==> src/rtl/mips_core_pkg.sv <==
// Shared types for the core's memory-port arbiter.
// ADDR_WIDTH falls back to 32 bits when the build does not define it.
`ifndef ADDR_WIDTH
`define ADDR_WIDTH 32
`endif

package mips_core_pkg;

    typedef enum logic [1:0] {
        IDLE,
        CMD,
        RDATA,
        WDATA
    } mem_arb_state_t;

    typedef enum logic {
        OWNER_I,
        OWNER_D
    } mem_arb_owner_t;

endpackage

==> src/rtl/mem_arb_rr_picker.sv <==
// Two-way round-robin pick between I and D refill/writeback requests.
// Purely combinational; the caller owns the last_grant register.
module mem_arb_rr_picker
    import mips_core_pkg::*;
(
    input  logic           i_vld_i,
    input  logic           i_vld_d,
    input  mem_arb_owner_t i_last,
    output logic           o_any,
    output mem_arb_owner_t o_pick
);

    always_comb begin
        o_any = i_vld_i | i_vld_d;
        if (i_vld_i && i_vld_d)
            o_pick = (i_last == OWNER_I) ? OWNER_D : OWNER_I;
        else if (i_vld_d)
            o_pick = OWNER_D;
        else
            o_pick = OWNER_I;
    end

endmodule

==> src/rtl/mem_port_arbiter.sv <==
// Serialises I-cache refills and D-cache refills/writebacks onto one memory port.
// Define MEM_ARB_PERF_EN to add the perf_i_wait / perf_d_wait stall counters.
`ifndef ADDR_WIDTH
`define ADDR_WIDTH 32
`endif

module mem_port_arbiter
    import mips_core_pkg::*;
#(
    parameter int LINE_WORDS = 4,
    parameter int DATA_WIDTH = 32
) (
    input  logic                   clk,
    input  logic                   rst,
    input  logic                   i_req_valid,
    input  logic [`ADDR_WIDTH-1:0] i_req_addr,
    output logic                   i_req_ready,
    output logic                   i_rdata_valid,
    output logic [DATA_WIDTH-1:0]  i_rdata,
    output logic                   i_rdata_last,
    input  logic                   d_req_valid,
    input  logic                   d_req_we,
    input  logic [`ADDR_WIDTH-1:0] d_req_addr,
    output logic                   d_req_ready,
    input  logic [DATA_WIDTH-1:0]  d_wdata,
    output logic                   d_wdata_ready,
    output logic                   d_wr_done,
    output logic                   d_rdata_valid,
    output logic [DATA_WIDTH-1:0]  d_rdata,
    output logic                   d_rdata_last,
    output logic                   mem_cmd_valid,
    output logic                   mem_cmd_we,
    output logic [`ADDR_WIDTH-1:0] mem_cmd_addr,
    input  logic                   mem_cmd_ready,
    output logic                   mem_wdata_valid,
    output logic [DATA_WIDTH-1:0]  mem_wdata,
    input  logic                   mem_wdata_ready,
    input  logic                   mem_rdata_valid,
`ifdef MEM_ARB_PERF_EN
    output logic [31:0]            perf_i_wait,
    output logic [31:0]            perf_d_wait,
`endif
    input  logic [DATA_WIDTH-1:0]  mem_rdata
);

    localparam int CW = $clog2(LINE_WORDS);

    mem_arb_state_t         r_state;
    mem_arb_owner_t         r_owner;
    mem_arb_owner_t         r_last;
    logic [`ADDR_WIDTH-1:0] r_addr;
    logic                   r_we;
    logic [CW-1:0]          r_cnt;

    logic                   w_any;
    mem_arb_owner_t         w_pick;
    logic                   w_cmd_hs;
    logic                   w_rd_beat;
    logic                   w_cnt_last;

    mem_arb_rr_picker u_picker (
        .i_vld_i (i_req_valid),
        .i_vld_d (d_req_valid),
        .i_last  (r_last),
        .o_any   (w_any),
        .o_pick  (w_pick)
    );

    assign w_cnt_last = (r_cnt == CW'(LINE_WORDS - 1));
    assign w_cmd_hs   = (r_state == CMD) && mem_cmd_ready;
    assign w_rd_beat  = (r_state == RDATA) && mem_rdata_valid;

    // Requester fields are captured only here; later changes cannot disturb the line.
    always_ff @(posedge clk) begin
        if (rst) begin
            r_state <= IDLE;
            r_owner <= OWNER_I;
            r_last  <= OWNER_I;
            r_addr  <= '0;
            r_we    <= 1'b0;
            r_cnt   <= '0;
        end else begin
            case (r_state)
                IDLE: if (w_any) begin
                    r_owner <= w_pick;
                    r_last  <= w_pick;
                    r_addr  <= (w_pick == OWNER_D) ? d_req_addr : i_req_addr;
                    r_we    <= (w_pick == OWNER_D) && d_req_we;
                    r_cnt   <= '0;
                    r_state <= CMD;
                end
                CMD: if (mem_cmd_ready)
                    r_state <= r_we ? WDATA : RDATA;
                RDATA: if (mem_rdata_valid) begin
                    r_cnt <= r_cnt + CW'(1);
                    if (w_cnt_last) r_state <= IDLE;
                end
                WDATA: if (mem_wdata_ready) begin
                    r_cnt <= r_cnt + CW'(1);
                    if (w_cnt_last) r_state <= IDLE;
                end
                default: r_state <= IDLE;
            endcase
        end
    end

    assign mem_cmd_valid   = (r_state == CMD);
    assign mem_cmd_we      = (r_state == CMD) && r_we;
    assign mem_cmd_addr    = r_addr;
    assign i_req_ready     = w_cmd_hs && (r_owner == OWNER_I);
    assign d_req_ready     = w_cmd_hs && (r_owner == OWNER_D);

    // Read beats go straight through to the owner only, with no added latency.
    assign i_rdata_valid   = w_rd_beat && (r_owner == OWNER_I);
    assign d_rdata_valid   = w_rd_beat && (r_owner == OWNER_D);
    assign i_rdata         = i_rdata_valid ? mem_rdata : '0;
    assign d_rdata         = d_rdata_valid ? mem_rdata : '0;
    assign i_rdata_last    = i_rdata_valid && w_cnt_last;
    assign d_rdata_last    = d_rdata_valid && w_cnt_last;

    assign mem_wdata_valid = (r_state == WDATA);
    assign mem_wdata       = mem_wdata_valid ? d_wdata : '0;
    assign d_wdata_ready   = mem_wdata_valid && mem_wdata_ready;
    assign d_wr_done       = d_wdata_ready && w_cnt_last;

`ifdef MEM_ARB_PERF_EN
    logic [31:0] r_perf_i;
    logic [31:0] r_perf_d;

    always_ff @(posedge clk) begin
        if (rst) begin
            r_perf_i <= '0;
            r_perf_d <= '0;
        end else begin
            if (i_req_valid && !i_req_ready && (r_perf_i != '1)) r_perf_i <= r_perf_i + 32'd1;
            if (d_req_valid && !d_req_ready && (r_perf_d != '1)) r_perf_d <= r_perf_d + 32'd1;
        end
    end

    assign perf_i_wait = r_perf_i;
    assign perf_d_wait = r_perf_d;
`endif

endmodule

==> config.mk <==
export PLATFORM = sky130hd
export DESIGN_NAME = mem_port_arbiter
export DESIGN_NICKNAME = d
export VERILOG_FILES = /design/src/rtl/mips_core_pkg.sv /design/src/rtl/mem_arb_rr_picker.sv /design/src/rtl/mem_port_arbiter.sv
export SDC_FILE = /design/constraint.sdc
export NUM_CORES = 1
export LEC_CHECK = 0
export BUFFER_PORTS_ARGS = -buffer_cell sky130_fd_sc_hd__buf_2
export CAP_MARGIN = 20
export CORE_AREA = 3 3 105 107
export CTS_CLUSTER_SIZE = 20
export DETAILED_ROUTE_END_ITERATION = 8
export DIE_AREA = 0 0 108 110
export GPL_ROUTABILITY_DRIVEN = 0
export PLACE_DENSITY = 0.65
export SYNTH_ARGS = -nofsm -noshare
export SYNTH_HDL_FRONTEND = slang
export SYNTH_SLANG_ARGS = --single-unit
==> constraint.sdc <==
create_clock -name clk -period 1.9 [get_ports clk]
set_clock_uncertainty 0.2 [all_clocks]
set_input_delay 0.19 -clock clk [delete_from_list [all_inputs] [get_ports clk]]
set_output_delay 0.19 -clock clk [all_outputs]
set_load 0.005 [all_outputs]
==> metrics.md <==
| Metric | Value |
|---|---|
| Outcome | `finished, final reports clean` |
| Number of global-route vias before repair | `3,547` |
| Die height | `110 um` |
| Skew-Pair Late Insertion Delay | `0.28 ns` |
| Post-synth cell types | `28` |
| Slowest cell delay on critical path | `0.33 ns` |
| Netlist Area Pre-Place | `around 0.0025 mm^2` |
| Area delta synth->final | `95.4%` |
| CTS Sinks | `38` |
| Post-route ant nets | `0` |
| DP Wirelength | `around 8.6 mm` |
| EDFF count, synth | `0` |
| Largest net degree at the start of global routing | `35` |
| CTS Buf Count | `5` |
| RSZ-0062 raised after global routing | `yes` |
| Vias | `3,791` |
| Most frequent CP cell | `buf_6` |
| Worst slew pin tran | `0.302 ns` |
| Critical path origin | `r_state[0]$_SDFFE_PP0P_` |
| Kind of end point of the critical path | `output pin` |
| Pwr Density | `533 mW/mm^2` |
| # DRC | `0` |
| Peak VDD IR | `slightly above 0.3 mV` |
| Worst-path clk slew | `0.07 ns` |
| Starting Density | `0.243` |
| Main synth FF type | `dfxtp_1` |
| Die Wd | `108 um` |
| Data arrival time of the worst path | `approximately 1.5 ns` |
| Crit path kind | `reg2out` |
| Hold Path Origin | `d_req_addr[0]` |
| Asr flop ratio synth | `0` |
| Layout Nets | `807` |
| Synth top cells by count | `nand2_1 (70), and2_1 (69), dfxtp_1 (38)` |
| Final setup viols | `0` |
| Critical path, cell by cell | `buf_6, nor3b_4, buf_6, buf_6, and2_1, buf_2` |
| Count leader, synth | `nand2_1` |
| Slowest CP cell | `dfxtp_2` |
| Final min period | `1.85 ns` |
| Avg Inst Size Synth | `7.28 um^2` |
| Filler Cell Count | `986` |
| Final worst slack | `0.0492 ns` |
| Seq cells post-synth | `38` |
| Share of layout cells above drive strength 1 | `0.462` |
| Register area | `763 um^2` |
| Io pins | `275` |
| Final worst-path cycle share | `0.974` |
| CP Launch Type | `flip-flop` |
| Port bufs | `274` |
| Fmax achieved | `around 540 MHz` |
| DRT Pass-1 Iters | `4` |
| GR Overflow Total | `0` |
| Min-Delay Path Depth | `3` |
| Iteration-0 DRC count of the detailed router | `around 250` |
| Design area | `about 0.005 mm^2` |
| Hold WC Path Type | `in2reg` |
| Core area | `0.0102 mm^2` |
| Row count | `37` |
| WL per Instance | `~15 um` |
| First-pass GRT wire length | `17.6 mm` |
| Final Max Tran Viols | `0` |
| DP Cell Count | `about 730` |
| Tot GR Track Use | `0.186` |
| Synth warnings | `0` |
| TritonCTS clock tree | `built` |
| Die area | `0.0119 mm^2` |
| Worst r2r src | `r_state[0]$_SDFFE_PP0P_` |
| Placed inst area | `0.00405 mm^2` |
| CTS Buffer Depth | `2` |
| Post-synth top area cell | `dfxtp_1` |
| Root buf cell | `clkbuf_8` |
| Sequential fraction of the synthesis area | `0.306` |
| Mapped Nets | `479` |
| Maxcap violations | `0` |
| Rel. slew slack | `0.796` |
| Synth Instances | `342` |
| Routed Wire Length | `about 13 mm` |
| Area contributors post-synth | `dfxtp_1 (31%), and2_1 (17%), a311oi_1 (11%)` |
| Setup Slack @ Placement | `0.289 ns` |
| Worst path required time | `1.51 ns` |
| Final hold viol count | `0` |
| Synth top area share | `0.306` |
| Crit path max fanout | `15` |
| Total Power | `0.00259 W` |
| Leakage | `2.76 nW` |
| H-Tree Depth | `2` |
| FF-to-FF path depth | `5` |
| Antenna violations before repair | `2` |
| Post-Layout Cell Count | `809` |
| Via density | `4.69` |
| Multi-input gate area | `~0.0016 mm^2` |
where the power goes:
part           internal, W  total (W)  switching, W  leakage, nW
Combinational     0.000490   0.000953      0.000464         2.39
Sequential        0.000903   0.000964     0.0000608        0.316
Clock             0.000393   0.000676      0.000283       0.0525
registers in the layout, summed over array words and instances, names as in the netlist:
signal / cells
r_last: 1
r_cnt: 2
r_state: 2
mem_cmd_addr: 32
r_we: 1
final timing paths:
check | end | slack, ns
worst min-delay path | mem_cmd_addr[0]$_SDFFE_PP0P_ | 0.009
worst max-delay path | d_rdata[2] | 0.05
worst max register to register | mem_cmd_addr[23]$_SDFFE_PP0P_ | 0.25
worst min register to register | r_cnt[0]$_SDFFE_PP0P_ | 0.30
layout make-up:
| type | count | share of cell area |
|---|---|---|
| well taps | 136 | 0.0350 |
| clock buffers | 7 | 0.0157 |
| flip-flops and latches | 38 | 0.157 |
| inverters | 2 | 0.00154 |
| diodes | 2 | 0.00103 |
| repair buffers | 356 | 0.459 |
| clock inverters | 1 | 0.00617 |
| multi-input cells | 267 | 0.325 |
routing by layer:
layer / global-route usage / share of wire / vias to the layer above
met4: 0.0649 / 0.021 / 0
met2: 0.360 / 0.54 / 192
met3: 0.0349 / 0.071 / 22
met1: 0.201 / 0.37 / 1732
met5: 0 / 0 / -
li1: - / - / 1845
logic make-up (layout without fill, tap and decap cells):
kind of cell	count (synthesis)	count (layout)	synth area share
and+or+nand+nor	187	187	0.401
DFF	38	38	0.306
other	0	2	0
buffers and inverters	37	366	0.0664
AOI/OAI and AO/OA	78	78	0.217
muxes	1	1	0.00452
adders and majority gates	1	1	0.00503
repair_timing:
action | 4_1_cts | 5_1_grt
hold buffers | 64 | 0
cloned | 0 | 2
hold endpoints to repair | 33 | 0
gates resized for setup | 1 | 15
setup endpoints to repair | 1 | 66
setup buffers | 0 | 1
layout by cell type, fill, tap and decap left out, drive strengths merged, types with 2 or more instances in the layout:
cell	n
clkbuf	7
inv	2
nand3	3
nor3	2
and2	69
o21ai	2
nand2	70
and3	34
a221o	2
or2	2
nor2	4
buf	292
diode	2
a311oi	32
a21oi	37
dfxtp	38
dlygate4sd3	64
critical path, delay by kind of cell (launching register included):
family | cells | cell delay (ns)
and+or+nand+nor | 2 | 0.33
DFF | 1 | 0.33
buffers and inverters | 4 | 0.50
stage by stage:
step                setup TNS (ns)  hold slack [ns]  utilization
finish                           0          0.00942        0.475
global route                -0.517          0.00880        0.475
CTS                              0          0.00820        0.469
detailed placement               0            0.259        0.396
global placement                 0            0.256        0.396
floorplan                        0            0.142            -
No activity file was read; power rests on OpenSTA's default activity.
